==> src/rtl/sd_slot_arbiter_if.sv <==
// Bus bundle between the SD slot arbiter, its three slot requesters and the SD host.
// The master modport is the arbiter side; slave is the requester/host environment.
interface sd_slot_arbiter_if;
    logic [2:0]        req_rd;
    logic [2:0]        req_wr;
    logic [2:0][31:0]  req_lba;
    logic [2:0][7:0]   slot_din;
    logic              sd_ack;
    logic              sd_buff_wr;
    logic              sd_rd;
    logic              sd_wr;
    logic [31:0]       sd_lba;
    logic [7:0]        sd_buff_din;
    logic [2:0]        slot_ack;
    logic [2:0]        slot_buff_wr;
    logic [2:0]        done;
    logic [2:0]        err;
    logic              busy;
    logic              cpu_wait;

    modport master (
        input  req_rd, req_wr, req_lba, slot_din, sd_ack, sd_buff_wr,
        output sd_rd, sd_wr, sd_lba, sd_buff_din, slot_ack, slot_buff_wr,
               done, err, busy, cpu_wait
    );

    modport slave (
        output req_rd, req_wr, req_lba, slot_din, sd_ack, sd_buff_wr,
        input  sd_rd, sd_wr, sd_lba, sd_buff_din, slot_ack, slot_buff_wr,
               done, err, busy, cpu_wait
    );
endinterface

==> src/rtl/sd_slot_arbiter.sv <==
// Round-robin arbiter sharing one SD host port between HDD and two floppy slots,
// with write-before-read per slot and a request timeout while waiting for ack.
module sd_slot_arbiter #(
    parameter logic [23:0] TIMEOUT = 24'd14318181
) (
    input  logic              clk,
    input  logic              reset_n,
    sd_slot_arbiter_if.master bus
);
    localparam int unsigned NSLOT = 3;
    localparam int unsigned CNT_W = 24;
    localparam int unsigned LBA_W = 32;

    typedef enum logic [1:0] {S_IDLE, S_REQ, S_XFER, S_DONE} state_t;

    state_t             state, state_nx;
    logic [1:0]         grant, grant_nx, last, last_nx, pick, cand;
    logic               pick_vld;
    logic               op_wr, op_wr_nx;
    logic [CNT_W-1:0]   cnt, cnt_nx;
    logic               ack_s, ack_q, ack_q_nx;
    logic               sd_rd_q, sd_rd_nx, sd_wr_q, sd_wr_nx;
    logic               busy_q, busy_nx, cpu_wait_q, cpu_wait_nx;
    logic [LBA_W-1:0]   lba_q, lba_nx;
    logic [NSLOT-1:0]   pending, done_q, done_nx, err_q, err_nx;

    assign pending = bus.req_rd | bus.req_wr;

    // Round-robin search starting one past the last served slot
    always_comb begin
        pick     = '0;
        pick_vld = 1'b0;
        cand     = last;
        for (int k = 0; k < int'(NSLOT); k++) begin
            cand = (cand == 2'(NSLOT - 1)) ? 2'd0 : 2'(cand + 2'd1);
            if (!pick_vld && pending[cand]) begin
                pick     = cand;
                pick_vld = 1'b1;
            end
        end
    end

    // Next-state and registered-output logic; ack edges use the synchronised copy
    always_comb begin
        state_nx = state;
        grant_nx = grant;
        last_nx  = last;
        op_wr_nx = op_wr;
        cnt_nx   = cnt;
        ack_q_nx = ack_s;
        lba_nx   = lba_q;
        sd_rd_nx = 1'b0;
        sd_wr_nx = 1'b0;
        done_nx  = '0;
        err_nx   = '0;

        unique case (state)
            S_IDLE: begin
                if (pick_vld) begin
                    state_nx = S_REQ;
                    grant_nx = pick;
                    op_wr_nx = bus.req_wr[pick];
                    lba_nx   = bus.req_lba[pick];
                    cnt_nx   = '0;
                    // An ack already high at entry must be seen low before it counts as a rise
                    ack_q_nx = 1'b1;
                    sd_wr_nx = bus.req_wr[pick];
                    sd_rd_nx = !bus.req_wr[pick];
                end
            end
            S_REQ: begin
                if (ack_s && !ack_q) begin
                    state_nx = S_XFER;
                end else if (cnt == TIMEOUT - 24'd1) begin
                    state_nx = S_IDLE;
                    err_nx   = NSLOT'(1) << grant;
                    last_nx  = grant;
                end else begin
                    cnt_nx   = cnt + CNT_W'(1);
                    sd_rd_nx = !op_wr;
                    sd_wr_nx = op_wr;
                end
            end
            S_XFER: begin
                if (!ack_s && ack_q) begin
                    state_nx = S_DONE;
                    done_nx  = NSLOT'(1) << grant;
                    last_nx  = grant;
                end
            end
            S_DONE: begin
                state_nx = S_IDLE;
                grant_nx = '0;
            end
            default: state_nx = S_IDLE;
        endcase

        busy_nx     = (state_nx != S_IDLE);
        cpu_wait_nx = (state_nx != S_IDLE) && (grant_nx == 2'd0);
    end

    always_ff @(posedge clk or negedge reset_n) begin
        if (!reset_n) begin
            state      <= S_IDLE;
            grant      <= '0;
            last       <= 2'd2;
            op_wr      <= 1'b0;
            cnt        <= '0;
            ack_s      <= 1'b0;
            ack_q      <= 1'b0;
            lba_q      <= '0;
            sd_rd_q    <= 1'b0;
            sd_wr_q    <= 1'b0;
            done_q     <= '0;
            err_q      <= '0;
            busy_q     <= 1'b0;
            cpu_wait_q <= 1'b0;
        end else begin
            state      <= state_nx;
            grant      <= grant_nx;
            last       <= last_nx;
            op_wr      <= op_wr_nx;
            cnt        <= cnt_nx;
            ack_s      <= bus.sd_ack;
            ack_q      <= ack_q_nx;
            lba_q      <= lba_nx;
            sd_rd_q    <= sd_rd_nx;
            sd_wr_q    <= sd_wr_nx;
            done_q     <= done_nx;
            err_q      <= err_nx;
            busy_q     <= busy_nx;
            cpu_wait_q <= cpu_wait_nx;
        end
    end

    // Host ack, buffer strobe and slot data steered to the granted slot only
    always_comb begin
        bus.slot_ack     = '0;
        bus.slot_buff_wr = '0;
        bus.sd_buff_din  = '0;
        if (state != S_IDLE) begin
            bus.slot_ack[grant]     = bus.sd_ack;
            bus.slot_buff_wr[grant] = bus.sd_ack & bus.sd_buff_wr;
            bus.sd_buff_din         = bus.slot_din[grant];
        end
    end

    assign bus.sd_rd    = sd_rd_q;
    assign bus.sd_wr    = sd_wr_q;
    assign bus.sd_lba   = lba_q;
    assign bus.done     = done_q;
    assign bus.err      = err_q;
    assign bus.busy     = busy_q;
    assign bus.cpu_wait = cpu_wait_q;
endmodule
==> src/flat_wrapper.sv <==
// flat-port wrapper written by rule: the top's interface ports become plain ports
module sd_slot_arbiter_flat 
#(
    parameter logic [23:0] TIMEOUT = 24'd14318181
)
  (clk, reset_n, bus_req_rd, bus_req_wr, bus_req_lba, bus_slot_din, bus_sd_ack, bus_sd_buff_wr, bus_sd_rd, bus_sd_wr, bus_sd_lba, bus_sd_buff_din, bus_slot_ack, bus_slot_buff_wr, bus_done, bus_err, bus_busy, bus_cpu_wait);
  sd_slot_arbiter_if bus_i ();
  input  logic clk;
  input  logic reset_n;
  input wire logic [$bits(bus_i.req_rd)-1:0] bus_req_rd;
  input wire logic [$bits(bus_i.req_wr)-1:0] bus_req_wr;
  input wire logic [$bits(bus_i.req_lba)-1:0] bus_req_lba;
  input wire logic [$bits(bus_i.slot_din)-1:0] bus_slot_din;
  input wire logic [$bits(bus_i.sd_ack)-1:0] bus_sd_ack;
  input wire logic [$bits(bus_i.sd_buff_wr)-1:0] bus_sd_buff_wr;
  output wire logic [$bits(bus_i.sd_rd)-1:0] bus_sd_rd;
  output wire logic [$bits(bus_i.sd_wr)-1:0] bus_sd_wr;
  output wire logic [$bits(bus_i.sd_lba)-1:0] bus_sd_lba;
  output wire logic [$bits(bus_i.sd_buff_din)-1:0] bus_sd_buff_din;
  output wire logic [$bits(bus_i.slot_ack)-1:0] bus_slot_ack;
  output wire logic [$bits(bus_i.slot_buff_wr)-1:0] bus_slot_buff_wr;
  output wire logic [$bits(bus_i.done)-1:0] bus_done;
  output wire logic [$bits(bus_i.err)-1:0] bus_err;
  output wire logic [$bits(bus_i.busy)-1:0] bus_busy;
  output wire logic [$bits(bus_i.cpu_wait)-1:0] bus_cpu_wait;
  assign bus_i.req_rd = bus_req_rd;
  assign bus_i.req_wr = bus_req_wr;
  assign bus_i.req_lba = bus_req_lba;
  assign bus_i.slot_din = bus_slot_din;
  assign bus_i.sd_ack = bus_sd_ack;
  assign bus_i.sd_buff_wr = bus_sd_buff_wr;
  assign bus_sd_rd = bus_i.sd_rd;
  assign bus_sd_wr = bus_i.sd_wr;
  assign bus_sd_lba = bus_i.sd_lba;
  assign bus_sd_buff_din = bus_i.sd_buff_din;
  assign bus_slot_ack = bus_i.slot_ack;
  assign bus_slot_buff_wr = bus_i.slot_buff_wr;
  assign bus_done = bus_i.done;
  assign bus_err = bus_i.err;
  assign bus_busy = bus_i.busy;
  assign bus_cpu_wait = bus_i.cpu_wait;
  sd_slot_arbiter #(.TIMEOUT(TIMEOUT)) u_core (.clk(clk), .reset_n(reset_n), .bus(bus_i));
endmodule
==> config.mk <==
export PLATFORM = sky130hd
export DESIGN_NAME = sd_slot_arbiter_flat
export DESIGN_NICKNAME = d
export VERILOG_FILES = /design/src/rtl/sd_slot_arbiter_if.sv /design/src/rtl/sd_slot_arbiter.sv /design/src/flat_wrapper.sv
export SDC_FILE = /design/constraint.sdc
export NUM_CORES = 1
export LEC_CHECK = 0
export ABC_AREA = 1
export ABC_CLOCK_PERIOD_IN_PS = 2200
export CORE_MARGIN = 1
export CORE_UTILIZATION = 45
export DETAILED_ROUTE_END_ITERATION = 10
export GPL_TIMING_DRIVEN = 1
export PLACE_DENSITY = 0.86
export SLEW_MARGIN = 20
export SYNTH_ARGS = -nofsm -noshare
export SYNTH_HDL_FRONTEND = slang
export SYNTH_SLANG_ARGS = --single-unit
==> constraint.sdc <==
create_clock -name clk -period 2.2 [get_ports clk]
set_input_delay 0.44 -clock clk [delete_from_list [all_inputs] [get_ports clk]]
set_output_delay 0.44 -clock clk [all_outputs]
set_load 0.03 [all_outputs]
* After elaboration in Yosys (flattened, before gate mapping)
Cells that the tools add are included.
** Word-level totals
- Register bits :: 75
** Operators by class
- Add/sub/neg operators :: 4
- Magnitude comparators :: 6
- Equality and inequality tests :: 12
- Shift operators :: 1
- Muxes and demuxes :: 56
- Bitwise gates (word level) :: 4
- Reductions and logical operators :: 21
** Operators by type and width (number)
- $mux 24 :: 3
- $bmux 32 s2 :: 1
- $pmux 24 s2 :: 1
- $mux 32 :: 1
- $mux 2 :: 14
- $add 24x1->24 const B :: 1
- $eq 24x24->1 const B :: 1
- $mux 3 :: 7
- $bmux 8 s2 :: 1
- $mux 1 :: 16
- $mux 8 :: 2
- $lt 2x3->1 const B :: 5
- $eq 2x2->1 const B :: 5
- $bmux 1 s2 :: 4
- $pmux 2 s2 :: 2
- $pmux 2 s4 :: 1
- $reduce_and 4->1 :: 2
- $reduce_bool 2->1 :: 4
- $add 2x1->2 const B :: 3
- $and 3x3->3 :: 2
- $logic_and 1x1->1 :: 6
- $logic_not 1->1 :: 6
- $ne 2x1->1 const B :: 3
- $logic_not 2->1 :: 2
- other kinds (9) :: 11

* Depth between registers and ports, before layout
Gate-level depths: netlist of the first run.
- Depth in word-level cells :: 16
- Depth in mapped cells :: 13

* Worst setup path before layout of the first run
OpenSTA, ideal clock, no wires.
- Kind :: register -> output
- Start point :: register u_core.grant[1]
- End point :: output port bus_slot_buff_wr[0]
- Arrival :: 1686 ps
- Data required time :: 1760 ps
- Setup slack :: 74 ps
- Stages on the path, launching flop included :: 5
- Buffers on the path :: 1
- Cell sequence :: dfrtp_1 > clkbuf_1 > nor2_1 > inv_1 > nor3_1
** On the way
- Cells in the longest elaborated chain, start to end :: 6
- Elaborated cells between the ends (all ways) :: 7
- Those cells by class :: order compare: 2; mux: 3; bitwise: 1; reduce/logical: 1
** Ends and longest elaborated chain
- start, declared :: RTL line sd_slot_arbiter.sv:17 : logic [1:0] grant, grant_nx, last, last_nx, pick, cand;
- start signal, assigned :: RTL line sd_slot_arbiter.sv:120 : grant <= grant_nx;
- $lt 2x3->1 (not written as such) or $ge 2x1->1 (tied branches) :: RTL line sd_slot_arbiter.sv:143 : bus.slot_buff_wr[grant] = bus.sd_ack & bus.sd_buff_wr;
- $logic_and 1x1->1 (not written as such) :: RTL line sd_slot_arbiter.sv:143
- $mux 1 (not written as such) :: RTL line sd_slot_arbiter.sv:143
- $demux 1 s2 (*)
- $and 3x3->3 (no line) (*)
- $mux 3 (*) :: RTL line sd_slot_arbiter.sv:141 : if (state != S_IDLE) begin
- end, declared :: RTL line flat_wrapper.sv:21 : output wire logic [$bits(bus_i.slot_buff_wr)-1:0] bus_slot_buff_wr;
Mark *: on every way between the ends. The rest lies on a longest branch, timed or not.

* Worst setup path after layout of the first run
- Start point :: register u_core.state[0]
- End point :: output port bus_sd_buff_din[2]
** On the way
- Cells in the longest elaborated chain, start to end :: 2
** Ends and longest elaborated chain
- start, declared :: RTL line sd_slot_arbiter.sv:16 : state_t state, state_nx;
- start signal, assigned :: RTL line sd_slot_arbiter.sv:119 : state <= state_nx;
- $reduce_bool 2->1 :: RTL line sd_slot_arbiter.sv:141
- $mux 8 :: RTL line sd_slot_arbiter.sv:141
- end, declared :: RTL line flat_wrapper.sv:19 : output wire logic [$bits(bus_i.sd_buff_din)-1:0] bus_sd_buff_din;
Every way passes these cells.

==> results.py, run 1 <==
metrics = {
    "floorplanning": {
        "die_area_um2": 12500,
        "start_util_pct": 46.9,
        "num_rows": 39,
        "die_h_um": 112,
        "die_w_um": 112,
        "ios": 186,
        "core-area_um2": 11600,
    },
    "timing": {
        "setup_viol": 0,
        "fin_skew_ns": 0.00603,
        "fmax_mhz": 472,
        "timing.slew.headroom_pct": 69.7,
        "hold_viol_final": 0,
        "min_period_ns": 2.12,
        "worst_pin_slew_ns": 0.454,
        "finalSetupTns_ns": 0,
        "slew_violations": 0,
        "finalCritPeriodShare_pct": 96.4,
    },
    "logic_synthesis": {
        "synth_nets": 907,
        "ys_ff_latch": 75,
        "synth_area_um2": 5440,
        "synthCells": 772,
        "avgSynthCellArea_um2": 7.05,
        "synth.distinct_cells": 39,
        "synthTopCellsByArea": "dfrtp_1 34%, nand3_1 13%, nand2_1 12%, inv_1 5.7%, nand3b_1 4.8%",
        "yosysSeqAreaShare_pct": 34.5,
        "synth_top_cell_by_area": "dfrtp_1",
        "synth_top_area_share_pct": 34.0,
        "yosysWarnings": 0,
    },
    "critical_path": {
        "required_ns": 1.76,
        "cp_slowest_cell": "dfrtp_1",
        "timing.critical_path.fanout_max": 5,
        "crit_top_cell": "inv_1",
        "critPathArrivalTime_ns": 1.68,
        "path_cells": "inv_1, ha_2, clkinvlp_2, nand2_1, inv_1, buf_4",
        "worst-setup-path-type": "reg -> out",
        "start_kind": "register",
        "critPathMaxStageDelay_ns": 0.38,
        "endpoint_kind": "output pin",
        "crit_buf_inv": 4,
        "cp_top_family": "buffers and inverters",
    },
    "power": {
        "leakagePower_nw": 3.77,
        "power_frac_clock_pct": 16.5,
        "ir_drop_v": 0.000972,
        "combPwrFrac_pct": 63.5,
        "p_sw_mw": 4.87,
        "power_density_nw_per_um2": 1310,
        "p_int_mw": 5.57,
        "p_sw_share_pct": 46.6,
        "seq_power_share_pct": 19.9,
        "finalPower_mw": 10.4,
    },
    "placed_design": {
        "gp_congestion": 0.895,
        "post_dp_cell_area_um2": 7580,
        "io_buffers": 185,
        "dp_hpwl_mm": 12.0,
    },
    "global_routing": {
        "grt_antenna_before_repair": 0,
        "met2_usage_pct": 43.5,
        "grt_max_degree": 34,
        "grt_overflow": 0,
        "grtUsageMet1_pct": 33.5,
        "grt_pass1_vias": 5483,
        "grt.total_usage_pct": 26.5,
        "busiest_layer": "met2",
        "groute.layer.met3.usage_pct": 4.79,
        "grt_first_pass_wirelength_mm": 26.4,
    },
    "min_path": {
        "min_path_type": "in -> async",
    },
    "route": {
        "firstDrtPassIters": 9,
        "drc_errors": 9,
        "vias": 5734,
        "drtIter0Drc": 542,
        "vias_per_cell": 5.17,
        "wl_per_cell_um": 14.5,
        "routed_wl_mm": 16.1,
        "ant_nets": 0,
    },
    "clock_tree": {
        "clk_pin_slew_ns": 0.06,
        "cts.sinks": 75,
        "cts_tree": "yes",
        "clockBufferDepth": 2,
        "cts_max_level": 3,
        "numCtsBuffers": 9,
        "clk_latency_ns": 0.34,
        "postCtsHoldBufs": 0,
        "root_buffer": "clkbuf_16",
    },
    "final_layout": {
        "num_antenna_cells": 0,
        "drive_gt1_share_pct": 16.2,
        "final_area_um2": 7960,
        "area_growth_pct": 46.1,
        "nNetsFinal": 1097,
    },
    "status": {
        "failed_checks": "DRC",
        "status": "complete, but fails checks",
    },
    "flow_run": {
        "max_cap_violations": 0,
    },
}
-- layer usage --
layer | part of all wire [%] | vias to the layer above | wire length [um]
met3 | 6.7 | 42 | 1080
li1 | - | 2847 | -
met4 | 3.7 | 0 | 593
met5 | 0 | - | 0
met1 | 42 | 2610 | 6840
met2 | 47 | 235 | 7630
-- synth_stat cells --
cell type	number
nand4_4	2
buf_6	5
nand3_1	137
o21ai_1	11
o211ai_1	1
a21oi_2	19
nand2_2	8
xnor2_1	5
nor2_8	1
dfstp_2	1
xor2_1	10
nand3b_4	1
dfrtp_1	74
buf_2	17
nor2_4	1
nor2_2	2
nand2_4	2
inv_1	83
or2_2	2
o31ai_2	11
ha_1	5
o31ai_1	1
nand3b_1	35
nand3_4	3
a21o_1	1
clkinv_1	2
nor2_1	70
buf_1	1
inv_2	33
nand4_1	4
clkbuf_1	11
o211a_1	1
a21oi_1	17
nand3_2	1
nand2_1	171
o21ai_0	4
buf_4	7
nor4_1	1
nor3_1	11
-- cell usage in the layout, fill, tap and decap left out, drive strengths merged --
cell and count:
nand2 181, clkdlybuf4s50 170, nand3 141, inv 114, dfrtp 74, nor2 74, buf 49, nand3b 36
a21oi 36, o21ai 15, o31ai 12, nor3 11, clkbuf 11, xor2 10, nand4 6, xnor2 5
ha 5, clkinvlp 4, bufinv 3, clkinv 3, or2 2, o211a 1, o211ai 1, a21o 1
nor4 1, dfstp 1
-- kinds of logic (layout without fill, tap and decap cells) --
group	count (synthesis)	in the layout	synth area share, %
compound gates	66	66	9.12
xor+xnor	15	15	2.41
fa+ha+maj	5	5	1.15
buf+inv	159	354	12.5
flops	75	75	34.5
simple gates	452	452	40.3
-- power groups by stage --
| stage | logic (mW) | registers (mW) | clock network (mW) |
|---|---|---|---|
| after floorplan | 3.66 | 2.71 | 0 |
| after global placement | 6.40 | 2.08 | 0 |
| after detailed placement | 6.51 | 2.10 | 0 |
| after CTS | 6.60 | 2.08 | 1.75 |
| after global routing | 7.20 | 2.13 | 1.81 |
| final | 6.63 | 2.08 | 1.72 |
-- cell type report --
type | instances | area [um2]
fill | 927 | 3660
multi-input combinational | 538 | 2890
timing repair buffer | 219 | 2210
sequential | 75 | 1880
inverter | 118 | 454
clock buffer | 11 | 243
tap | 143 | 179
clock inverter | 5 | 100
timing repair inverter | 1 | 5.00
-- metrics by stage --
| step | util, % | instances | worst slack, ns | hold slack (ns) |
|---|---|---|---|---|
| finish | 68.5 | 1110 | 0.0794 | 0.0374 |
| CTS | 68.3 | 1108 | 0.000826 | 0.0575 |
| global placement | 65.3 | 1092 | -0.0885 | 0.415 |
| detailed placement | 65.3 | 1092 | -0.128 | 0.423 |
| global route | 68.5 | 1110 | -0.000171 | 0.0760 |
| floorplan | - | 772 | 0.0743 | 0.144 |
-- worst paths after layout --
kind / end / cells after the start / slack, ns / from
setup / recovery: bus_sd_buff_din[2] / 6 / 0.08 / u_core.state[0]$_DFF_PN0_
hold reg to reg: u_core.ack_q$_DFF_PN0_ / 2 / 0.48 / u_core.ack_s$_DFF_PN0_
hold / removal: u_core.bus.err[1]$_DFF_PN0_ / 1 / 0.04 / reset_n
min in group clk: u_core.ack_q$_DFF_PN0_ / 2 / 0.48 / u_core.ack_s$_DFF_PN0_
setup reg to reg: u_core.cnt[16]$_DFFE_PN0P_ / 8 / 0.20 / u_core.cnt[0]$_DFFE_PN0P_
max in group asynchronous: u_core.last[1]$_DFFE_PN1P_ / 2 / 1.50 / reset_n
-- what timing repair did --
| action | CTS | global route |
|---|---|---|
| setup buffers | 0 | 1 |
| cloned | 0 | 1 |
| setup endpoints to repair | 4 | 12 |
| hold endpoints to repair | 0 | 0 |
| gates resized for setup | 3 | 2 |
-- registers in the layout, summed over array words and instances (netlist names), 2 cells and up --
name               cells
u_core.grant           2
u_core.bus.done        3
u_core.last            2
u_core.cnt            24
u_core.bus.err         3
u_core.state           2
u_core.bus.sd_lba     32
-- worst register-to-register path, cell delays in order, from the launching register on --
cell and delay [ns]:
dfrtp_1 0.44, ha_1 0.32, nand3_1 0.22, inv_1 0.17
nand2_1 0.11, nor4_1 0.32, xor2_1 0.20, nand3_1 0.09
nand2_1 0.07
Power figures use the tool's default switching activity.
==> run 2: changes to the inputs <==
--- a/config.mk
+++ b/config.mk
@@ -5,13 +5,12 @@
 export SDC_FILE = /design/constraint.sdc
 export NUM_CORES = 1
 export LEC_CHECK = 0
-export ABC_AREA = 1
 export ABC_CLOCK_PERIOD_IN_PS = 2200
 export CORE_MARGIN = 1
-export CORE_UTILIZATION = 45
+export CORE_UTILIZATION = 43
 export DETAILED_ROUTE_END_ITERATION = 10
 export GPL_TIMING_DRIVEN = 1
-export PLACE_DENSITY = 0.86
+export PLACE_DENSITY = 0.88
 export SLEW_MARGIN = 20
 export SYNTH_ARGS = -nofsm -noshare
 export SYNTH_HDL_FRONTEND = slang
==> run 2 against run 1 <==
- the flow finishes with violations (setup timing)
- largest power group unchanged
- setup slack got worse by 0.080 ns
- cell area decreased by 12%
- global-route usage increased by 1.2 points
- total power decreased by 20%
- area after synthesis decreased by 20%
==> results.py, run 2 <==
metrics = {
    "final_layout": {
        "drive_gt1_share_pct": 15.6,
        "multi_input_area_um2": 2490,
        "final.fill_count": 704,
        "area_growth_pct": 60.5,
        "largest_register_ff_count": 32,
        "final_common_cell": "clkdlybuf4s50_1",
        "final_area_um2": 7030,
        "nNetsFinal": 822,
        "layout_common_cells": "170 x clkdlybuf4s50_1, 73 x dfrtp_1, 52 x nand2_1",
        "regArea_um2": 1880,
        "final_cells": 825,
        "num_antenna_cells": 0,
    },
    "clock_tree": {
        "cts_tree": "yes",
        "numCtsBuffers": 9,
        "postCtsHoldBufs": 0,
        "clk_latency_ns": 0.36,
        "root_buffer": "clkbuf_8",
        "cts_max_level": 3,
        "clockBufferDepth": 2,
        "clk_pin_slew_ns": 0.08,
        "cts.sinks": 75,
    },
    "floorplanning": {
        "die_area_um2": 10600,
        "num_rows": 36,
        "core-area_um2": 9820,
        "ios": 186,
        "start_util_pct": 44.6,
        "die_h_um": 103,
        "die_w_um": 103,
    },
    "logic_synthesis": {
        "yosysSeqAreaShare_pct": 42.9,
        "synth.distinct_cells": 57,
        "yosysWarnings": 0,
        "synth.top_cells.by_count": "74 x dfrtp_1, 53 x nor2_1, 52 x nand2_1",
        "ys.flop_type": "dfrtp_1",
        "synthTopCellsByArea": "dfrtp_1 42%, mux2i_1 9.1%, o211ai_1 5.5%, nor2_1 4.5%, nand2_1 4.5%",
        "synth_top_area_share_pct": 42.3,
        "synth_nets": 613,
        "synth_enable_flop_cells": 0,
        "synth_top_cell_by_area": "dfrtp_1",
        "synthCells": 478,
        "synth_area_um2": 4380,
        "ys_ff_latch": 75,
        "avgSynthCellArea_um2": 9.16,
        "async_reset_ff_share_pct": 100,
        "yosysMostFrequentCell": "dfrtp_1",
    },
    "timing": {
        "fmax_mhz": 454,
        "fin_skew_ns": 0.00866,
        "setup_viol": 1,
        "worst_pin_slew_ns": 0.613,
        "hold_viol_final": 0,
        "finalWorstSetupSlack_ns": -0.000273,
        "rsz0062_at_grt": "true",
        "min_period_ns": 2.20,
        "finalCritPeriodShare_pct": 100,
        "slew_violations": 0,
        "timing.slew.headroom_pct": 58.9,
    },
    "route": {
        "vias_per_cell": 5.72,
        "ant_nets": 0,
        "routed_wl_mm": 14.8,
        "firstDrtPassIters": 5,
        "wl_per_cell_um": 18.0,
        "drc_errors": 0,
        "vias": 4717,
        "drtIter0Drc": 389,
    },
    "critical_path": {
        "startpoint": "u_core.cnt[7]$_DFFE_PN0P_",
        "reg2reg_to": "u_core.last[0]$_DFFE_PN0P_",
        "critPathMaxStageDelay_ns": 0.53,
        "cp_num_cells": 5,
        "crit_buf_inv": 0,
        "worstRegToRegCells": 5,
        "path_cells": "or4_4, nor4_4, a31oi_1, nor3_4, mux2_4",
        "crit_end": "u_core.last[0]$_DFFE_PN0P_",
        "critPathArrivalTime_ns": 2.45,
        "r2r_start": "u_core.cnt[7]$_DFFE_PN0P_",
        "endpoint_kind": "register",
        "r2r_slack_ns": -0.0003,
        "cp_top_family": "simple AND/OR/NAND/NOR gates",
        "cp_slowest_cell": "or4_4",
        "timing.critical_path.fanout_max": 5,
        "required_ns": 2.45,
        "worst-setup-path-type": "reg -> reg",
        "start_kind": "register",
    },
    "global_routing": {
        "grt_first_pass_wirelength_mm": 22.1,
        "grt_max_degree": 38,
        "grt_antenna_before_repair": 0,
        "grt.total_usage_pct": 27.7,
        "grt_overflow": 0,
        "grt_pass1_vias": 4602,
    },
    "flow_run": {
        "max_cap_violations": 0,
    },
    "placed_design": {
        "dp_cells": 804,
        "post_dp_cell_area_um2": 6620,
        "io_buffers": 185,
        "gp_congestion": 0.920,
        "pre_cts_ws_ns": -0.202,
        "dp_hpwl_mm": 10.9,
    },
    "power": {
        "ir_drop_v": 0.000678,
        "leakagePower_nw": 2.90,
        "power_density_nw_per_um2": 1190,
    },
    "status": {
        "status": "complete, but fails checks",
        "failed_checks": "setup timing",
    },
    "min_path": {
        "min_path_type": "in -> async",
    },
}
[run 2: cell count changes after synthesis, sizes merged, moves of 13 or more]
cell,before,now
nand2,181,52
inv,116,10
nand3,141,37
mux2i,0,40
nand3b,36,3
o211ai,1,32
buf,30,6
nor2,74,53
a21oi,36,16
clkbuf,11,24
[run 2: per-layer routing]
metal  track usage [%]  share of wire [%]  vias to the layer above  routed length (um)
met5                 0                  0                        -                   0
met4              13.2                3.1                        0                 464
met3              5.69                7.3                       50                1080
met2              47.6                 52                      260                7740
met1              33.2                 37                     2264                5530
li1                  -                  -                     2143                   -
[run 2: what timing repair did]
item                                    in CTS  in global routing
cloned                                       0                  0
resized for setup                            8                 17
setup buffers                                2                  3
endpoints found under the setup margin      26                 20
pin swaps                                    4                  4
[run 2: cells by family after synthesis]
| group | synth area share, % |
|---|---|
| xor+xnor | 4.20 |
| flops | 42.9 |
| buf+inv | 3.60 |
| simple gates | 25.3 |
| compound gates | 12.7 |
| fa+ha+maj | 1.43 |
| mux | 9.92 |
[run 2: worst min path at each step]
| stage | from | to | cells past startpoint |
|---|---|---|---|
| 4_1_cts | reset_n | u_core.bus.sd_lba[23]$_DFFE_PN0P_ | 1 |
| 3_3_place_gp | reset_n | u_core.cnt[17]$_DFFE_PN0P_ | 1 |
| 6_report | reset_n | u_core.bus.sd_lba[23]$_DFFE_PN0P_ | 1 |
| 3_5_place_dp | reset_n | u_core.bus.sd_lba[23]$_DFFE_PN0P_ | 1 |
| 2_1_floorplan | reset_n | u_core.ack_q$_DFF_PN0_ | 0 |
| 5_1_grt | reset_n | u_core.bus.sd_lba[24]$_DFFE_PN0P_ | 1 |
[run 2: report_power, final]
part	total [mW]	leakage, nW	internal, mW	switching [mW]
registers	2.05	0.968	1.79	0.254
clock network	1.25	0.112	0.705	0.550
logic	5.04	1.82	2.15	2.89
[run 2: layout make-up]
cell class | count | area share, %
inverter | 10 | 0.534
timing repair buffer | 228 | 31.5
tap | 133 | 2.37
clock inverter | 5 | 1.19
multi-input combinational | 363 | 35.5
clock buffer | 11 | 2.15
sequential | 75 | 26.7
[run 2: metrics by stage]
| stage | hold WS, ns | utilization [%] | power, mW | TNS (ns) |
|---|---|---|---|---|
| floorplan | 0.144 | - | 4.81 | -0.644 |
| global placement | 0.421 | 67.5 | 6.69 | -2.22 |
| detailed placement | 0.429 | 67.5 | 6.84 | -9.35 |
| CTS | 0.0412 | 70.3 | 8.14 | -0.0760 |
| global route | 0.0498 | 71.6 | 8.77 | -0.327 |
| finish | 0.0220 | 71.6 | 8.35 | -0.000273 |
